## src/rtl/lv2_buf_sched.sv

```systemverilog
// Level-2 buffer accept scheduler: grants L1 requests, times the L1A pulse and dead time,
// tracks slot occupancy and keeps run statistics. Optional macro LIVE_GATE_EN gates requests by in_live.
module lv2_buf_sched #(
  parameter int unsigned DEPTH     = 8,
  parameter int unsigned L1A_WIDTH = 2,
  parameter int unsigned DEAD_TIME = 4
) (
  input  logic        clk,
  input  logic        rst_n,
  input  logic        in_live,
  input  logic        lv1_req,
  input  logic        lv2_done,
  output logic        lv1a,
  output logic        lv2_buffer_full,
  output logic [7:0]  occupancy,
  output logic        lv2_underflow,
  output logic [31:0] lv1a_cnt,
  output logic [31:0] lv2_rej_cnt,
  output logic [31:0] dead_rej_cnt
);

  localparam int unsigned TMAX      = (L1A_WIDTH > DEAD_TIME) ? L1A_WIDTH : DEAD_TIME;
  localparam int unsigned TW        = (TMAX > 1) ? $clog2(TMAX + 1) : 1;
  localparam int unsigned ISSUE_LD  = L1A_WIDTH - 1;
  localparam int unsigned DEAD_LD   = (DEAD_TIME > 0) ? DEAD_TIME - 1 : 0;

  typedef enum logic [1:0] {
    IDLE  = 2'd0,
    ISSUE = 2'd1,
    DEAD  = 2'd2
  } state_e;

  state_e        state_q, state_d;
  logic [TW-1:0] timer_q, timer_d;
  logic          lv1a_q, lv1a_d;
  logic          full_q, full_d;
  logic          uflow_q, uflow_d;
  logic          pre_live_q;
  logic [7:0]    occ_q, occ_d;
  logic [31:0]   acc_q, acc_d;
  logic [31:0]   frej_q, frej_d;
  logic [31:0]   drej_q, drej_d;

  logic req;
  logic grant;
  logic full_rej;
  logic dead_rej;
  logic live_rise;

  function automatic logic [31:0] sat_inc(input logic [31:0] v);
    return (v == '1) ? v : v + 32'd1;
  endfunction

`ifdef LIVE_GATE_EN
  assign req = lv1_req & in_live;
`else
  assign req = lv1_req;
`endif

  assign live_rise = ~pre_live_q & in_live;
  // Dead-time rejection wins over buffer-full: any non-IDLE state refuses first.
  assign grant     = req && (state_q == IDLE) && !full_q;
  assign full_rej  = req && (state_q == IDLE) &&  full_q;
  assign dead_rej  = req && (state_q != IDLE);

  always_ff @(posedge clk or negedge rst_n) begin
    if (!rst_n) begin
      state_q <= IDLE;
      timer_q <= '0;
    end else begin
      state_q <= state_d;
      timer_q <= timer_d;
    end
  end

  always_comb begin
    state_d = state_q;
    timer_d = timer_q;
    unique case (state_q)
      IDLE: begin
        if (grant) begin
          state_d = ISSUE;
          timer_d = TW'(ISSUE_LD);
        end
      end
      ISSUE: begin
        if (timer_q == '0) begin
          if (DEAD_TIME == 0) begin
            state_d = IDLE;
          end else begin
            state_d = DEAD;
            timer_d = TW'(DEAD_LD);
          end
        end else begin
          timer_d = timer_q - TW'(1);
        end
      end
      DEAD: begin
        if (timer_q == '0) begin
          state_d = IDLE;
        end else begin
          timer_d = timer_q - TW'(1);
        end
      end
      default: begin
        state_d = IDLE;
        timer_d = '0;
      end
    endcase
  end

  // lv1a is registered from the next state so it rises the cycle after the grant.
  always_comb begin
    lv1a_d = (state_d == ISSUE);
  end

  always_comb begin
    occ_d   = occ_q;
    uflow_d = uflow_q;
    if (grant && !lv2_done) begin
      occ_d = occ_q + 8'd1;
    end else if (!grant && lv2_done) begin
      if (occ_q != '0) begin
        occ_d = occ_q - 8'd1;
      end else begin
        uflow_d = 1'b1;
      end
    end
    full_d = (occ_d == 8'(DEPTH));
  end

  // Clear on the live rising edge first, then count this cycle's event on top.
  always_comb begin
    acc_d  = live_rise ? '0 : acc_q;
    frej_d = live_rise ? '0 : frej_q;
    drej_d = live_rise ? '0 : drej_q;
    if (grant)    acc_d  = sat_inc(acc_d);
    if (full_rej) frej_d = sat_inc(frej_d);
    if (dead_rej) drej_d = sat_inc(drej_d);
  end

  always_ff @(posedge clk or negedge rst_n) begin
    if (!rst_n) begin
      lv1a_q     <= 1'b0;
      full_q     <= 1'b0;
      uflow_q    <= 1'b0;
      occ_q      <= '0;
      pre_live_q <= 1'b0;
      acc_q      <= '0;
      frej_q     <= '0;
      drej_q     <= '0;
    end else begin
      lv1a_q     <= lv1a_d;
      full_q     <= full_d;
      uflow_q    <= uflow_d;
      occ_q      <= occ_d;
      pre_live_q <= in_live;
      acc_q      <= acc_d;
      frej_q     <= frej_d;
      drej_q     <= drej_d;
    end
  end

  assign lv1a            = lv1a_q;
  assign lv2_buffer_full = full_q;
  assign occupancy       = occ_q;
  assign lv2_underflow   = uflow_q;
  assign lv1a_cnt        = acc_q;
  assign lv2_rej_cnt     = frej_q;
  assign dead_rej_cnt    = drej_q;

endmodule

```

## config.mk

```make
export PLATFORM = sky130hd
export DESIGN_NAME = lv2_buf_sched
export DESIGN_NICKNAME = d
export VERILOG_FILES = /design/src/rtl/lv2_buf_sched.sv
export SDC_FILE = /design/constraint.sdc
export NUM_CORES = 1
export LEC_CHECK = 0
export CORE_MARGIN = 3
export CORE_UTILIZATION = 54
export CTS_CLUSTER_SIZE = 30
export DETAILED_ROUTE_END_ITERATION = 8
export PLACE_DENSITY = 0.81
export SLEW_MARGIN = 5
export SYNTH_ARGS = -nofsm -noshare
export SYNTH_HDL_FRONTEND = slang
export SYNTH_SLANG_ARGS = --single-unit
export TNS_END_PERCENT = 100
```

## constraint.sdc

```tcl
create_clock -name clk -period 3.5 [get_ports clk]
set_input_delay 1.05 -clock clk [delete_from_list [all_inputs] [get_ports clk]]
set_output_delay 1.05 -clock clk [all_outputs]
set_load 0.005 [all_outputs]
```

* After elaboration in Yosys (flattened, before gate mapping)
Index checks and enable logic that the tools add are counted.
W data, S select, Z words.
** Word-level totals
- Register bits after elaboration :: 113
- Word-level logic and storage cells :: 64
** Operators by class
- Add/subtract/negate cells :: 6
- Eq/ne operators :: 9
- Mux-type cells :: 20
- Bitwise operators :: 4
- Reductions and logical operators :: 15
** Operators with widths (number)
- $mux W32 :: 9
- $add A32 B1 Y32 const B :: 3
- $eq A32 B32 Y1 const B :: 3
- $mux W8 :: 3
- $mux W3 :: 3
- $pmux W3 S3 :: 1
- $add A8 B1 Y8 const B :: 1
- $eq A8 B4 Y1 const B :: 1
- $reduce_bool A8 Y1 :: 1
- $sub A8 B1 Y8 const B :: 1
- $logic_and A1 B1 Y1 :: 6
- $mux W2 :: 3
- $pmux W2 S3 :: 1
- $eq A2 B1 Y1 const B :: 2
- $ne A2 B2 Y1 const B :: 2
- $logic_not A1 Y1 :: 3
- $logic_not A3 Y1 :: 1
- $not A1 Y1 :: 3
- $reduce_and A3 Y1 :: 1
- $sub A3 B1 Y3 const B :: 1
- $eq A2 B2 Y1 const B :: 1
- $logic_not A2 Y1 :: 1
- $reduce_and A2 Y1 :: 1
- $reduce_bool A2 Y1 :: 1
- $and A1 B1 Y1 :: 1

* Logic depth before layout (Yosys ltp)
Gate-level depths: netlist of the first run.
- Depth in word-level cells :: 8
- Depth in mapped cells :: 12
- Mapped depth without buffers :: 8

* Least setup slack after synthesis of the first run
OpenSTA, ideal clock, no wires.
- Path type :: input to register
- Start point :: input in_live
- End point :: register acc_q[29], in the netlist lv1a_cnt[29]
- Library setup time :: 132 ps
- Arrival time :: 3668 ps
- Required time :: 3368 ps
- Path slack :: -299 ps
- Cell stages on the path :: 12
- Buffers on the path :: 4
- Cell sequence :: nand2b_2 buf_4 clkbuf_1 clkbuf_1 and2_1 ha_1 or4b_1 or4b_1 clkbuf_1 nand4b_1 xor2_1 nor2_1
** Between the ends
- Word-level cells in the longest chain between the ends :: 5
- Elaborated cells between the ends (all ways) :: 6
** RTL lines
- start, declared :: RTL line 10 : input logic in_live,
- $and A1 B1 Y1 (*) :: RTL line 60 : assign live_rise = ~pre_live_q & in_live;
- $mux W32 (*) :: RTL line 134 : acc_d = live_rise ? '0 : acc_q;
- $add A32 B1 Y32 / $eq A32 B32 Y1 (equally long branches) :: RTL line 51 : return (v == '1) ? v : v + 32'd1;
- $mux W32 :: RTL line 51
- $mux W32 (*) :: RTL line 137 : if (grant) acc_d = sat_inc(acc_d);
- via acc_d[29] :: RTL line 40 : logic [31:0] acc_q, acc_d;
- end signal, assigned :: RTL line 149 : acc_q <= '0;
- end signal, assigned :: RTL line 158 : acc_q <= acc_d;
- end, declared :: RTL line 40
Mark *: on every way through the listed nets, which the timed path passes. The rest lies on a longest branch.
A chain may end at the register's enable or synchronous reset.

* Worst setup path in the final report of the first run
Ends and elaborated chain as after synthesis.

==> out/metrics.cfg, run 1 <==
[clocking]
ctsHoldBuffers=0
cts_max_level=4
clockBufferDepth=2
post_cts_buffers=0
clk_pin_slew_ns=0.05
cts-resized-gates=0
clk_latency_ns=0.42
numCtsBuffers=17
cts_tree=built
cts.sinks=113
cts-root-buf=clkbuf_16

[run]
drv_cap=0

[worst_hold_path]
hp-class=flip-flop to flip-flop

[placement]
placedCellCount=984
io_buffer_count=111
gp_congestion=0.943
dpl.hpwl_mm=12.7
pre_cts_ws_ns=-0.221
placed_area_sq_um=8100

[route]
wire_per_inst_um=17.4
drtPass1Iterations=5
via_count=6088
routed_wirelength_mm=17.7
ant_nets=0
drtIter0Drc=477
drc_errors=0
vias_per_cell=5.99

[finish]
drive_above_1_share=0.143
fillers=826
fin_cells=1016
syn_to_final_growth_pct=36.3
num_antenna_cells=0
final_core_util=0.758
fin_area_sq_um=8730
fin_nets=873

[yosys]
synth_cell_type_count=62
synth_ff_type=dfrtp_1
synth.avg_cell_area_sq_um=9.25
synth-edff-count=0
syn_inst=692
yosysSeqAreaShare=0.442
yosys_warnings=0
netlist_area_sq_um=6400
synthArstFlopShare=1.00
syn-num-nets=705
synth_seq_cells=113

[worst_setup_path]
worst_setup_path_end_kind=flip-flop
rrSetupSlack_ns=0.76
crit_type=input pin to flip-flop
critPathCapture=lv1a_cnt[29]
cp_max_fo=7
cp_data_arrival_time_ns=3.64
crit_required_ns=3.81
startpoint=in_live
timing.rr.start=occupancy[2]
r2r-end=lv2_buffer_full
reg2reg_depth=6
startpoint_type=input pin

[pwr]
switching_share=0.285
ir_worst_vdd_v=0.000323
comb_power_share=0.211
seqPwrFrac=0.371
p_clk_frac=0.418
switchingPower_w=0.00123
internal-power_w=0.00309
leakagePower_nw=3.61
power_density_nw_per_um2=496

[global_routing]
grt_max_degree=47
grt.overflow.total=0
antenna_found_initial=0
grt.total_usage=0.274
grt_pass1_wl_mm=29.3
grt_pass1_vias=6114

[floorplan]
rows=39
core_sq_um=11500
dieArea_sq_um=13200
start_util=0.556
dieWidth_um=115
die_y_um=115
pin_count=112

[timing]
maxSlewHeadroom=0.465
drv_slew=0
rsz0062_at_grt=no
fin_worst_skew_ns=0.00640
finalCriticalPeriod_ns=3.33
period_share=0.952
tightest_slew_ns=0.795
setup_slack_ns=0.168
hold_viol=0
fmax_ghz=0.300
finalSetupViolCount=0

[outcome]
run_status=complete, no violations

-- layout by cell type (no fill, tap or decap), types with 3 or more instances in the layout --
cell	netlist	final
a31oi_1	3	3
clkinvlp_4	0	3
clkdlybuf4s50_1	0	110
and2_1	12	12
clkinv_2	0	3
o21ai_0	15	15
nor2_1	81	81
o31ai_1	5	5
xor2_1	45	45
inv_1	15	15
ha_1	8	8
nor3_1	20	20
or3_1	4	4
bufinv_16	0	3
nor4b_1	7	6
nand4_1	34	34
mux2_2	3	3
nand3_1	29	29
a31o_2	3	3
nand2b_1	10	10
a21o_1	4	4
nor3b_1	5	5
o2111ai_1	7	7
buf_4	1	71
clkbuf_8	0	5
nor4_1	12	12
clkbuf_16	0	17
a211o_1	3	3
nor4bb_1	3	3
or4_1	7	7
nand2_1	76	76
and4_1	12	12
mux2i_1	9	9
o211ai_1	10	10
xnor2_1	37	37
a21oi_1	19	19
and3_1	13	13
dfrtp_1	113	113
-- through the flow --
step | hold WS [ns] | TNS, ns | power, W
detailed placement | 0.482 | -6.21 | 0.00252
global route | 0.505 | 0 | 0.00452
finish | 0.488 | 0 | 0.00433
global placement | 0.476 | -3.09 | 0.00247
CTS | 0.498 | 0 | 0.00433
floorplan | 0.468 | 0 | 0.00209
-- state kept, by name, summed over array words and instances, names as in the netlist --
register         flops
lv1a_cnt            32
lv2_buffer_full      1
lv1a                 1
dead_rej_cnt        32
lv2_underflow        1
pre_live_q           1
timer_q              3
lv2_rej_cnt         32
state_q              2
occupancy            8
-- cell usage after synthesis, types with 3 or more instances --
cell type / instances / area, sq um
clkbuf_1: 27 / 101
nand4_1: 34 / 213
nor3_1: 20 / 100
nor2_1: 81 / 304
inv_1: 15 / 56.3
dfrtp_1: 113 / 2830
mux2_2: 3 / 33.8
and4_1: 12 / 105
xnor2_1: 37 / 324
mux2i_1: 9 / 90.1
nand3_1: 29 / 145
ha_1: 8 / 100
a21oi_1: 19 / 95.1
a31oi_1: 3 / 18.8
o21ai_0: 15 / 75.1
and2_1: 12 / 75.1
nor3b_1: 5 / 37.5
and3_1: 13 / 81.3
or4_1: 7 / 52.6
nor4_1: 12 / 75.1
nand2b_1: 10 / 62.6
nor4b_1: 7 / 61.3
nand2_1: 76 / 285
or3_1: 4 / 25.0
xor2_1: 45 / 394
o2111ai_1: 7 / 61.3
o211ai_1: 10 / 75.1
o31ai_1: 5 / 37.5
a31o_2: 3 / 26.3
nor4bb_1: 3 / 30.0
a211o_1: 3 / 26.3
a21o_1: 4 / 30.0
-- worst min path at each step --
| stage | to | cells after the start | slack [ns] | start |
|---|---|---|---|---|
| finish | lv2_underflow | 1 | 0.49 | lv2_underflow |
| global route | lv2_underflow | 1 | 0.51 | lv2_underflow |
| CTS | lv2_underflow | 1 | 0.50 | lv2_underflow |
| detailed placement | lv2_underflow | 1 | 0.48 | lv2_underflow |
| global placement | lv2_underflow | 1 | 0.48 | lv2_underflow |
| floorplan | lv2_underflow | 1 | 0.47 | lv2_underflow |
-- critical path, stage by stage --
cell and delay, ns:
clkdlybuf4s50_1 0.46, nand2b_2 0.14, and2_1 0.16, ha_1 0.20, or4b_4 0.48, or4b_1 0.70, nand4b_1 0.23, xor2_1 0.16
nor2_1 0.05
-- power by group through the flow --
stage	registers, W	logic [W]	clock network (W)
finish	0.00160	0.000912	0.00181
global route	0.00162	0.000997	0.00190
CTS	0.00160	0.000910	0.00183
detailed placement	0.00162	0.000903	0
global placement	0.00161	0.000862	0
floorplan	0.00155	0.000543	0
-- layout make-up --
| type | count | area [sq um] | share of cell area |
|---|---|---|---|
| Multi-Input combinational cell | 532 | 3400 | 0.390 |
| Sequential cell | 113 | 2830 | 0.324 |
| Clock buffer | 23 | 498 | 0.0571 |
| Timing Repair Buffer | 181 | 1630 | 0.187 |
| Clock inverter | 9 | 128 | 0.0146 |
| Inverter | 15 | 56.3 | 0.00645 |
| Tap cell | 143 | 179 | 0.0205 |
-- per-layer routing --
layer	track usage	vias up	part of all wire
met1	0.360	2988	0.43
met5	0	-	0
li1	-	2810	-
met4	0.105	0	0.021
met2	0.438	250	0.49
met3	0.0705	40	0.065
-- cell families (layout without fill, tap and decap cells) --
group                    after synthesis  count (layout)  synth area share
XOR/XNOR                              82              82             0.112
AO/OA/AOI/OAI                         84              84            0.0893
multiplexers                          12              12            0.0193
AND/OR/NAND/NOR                      346             346             0.292
buffers and inverters                 47             228            0.0297
adder cells (fa/ha/maj)                8               8            0.0156
flip-flops                           113             113             0.442
Power figures use the tool's default switching activity.
==> run 2, diff against run 1 <==
Settings changed: SLEW_MARGIN 5 to 0.
==> results of run 2 <==
The final DEF is identical to that of run 1; final timing and power are the same.
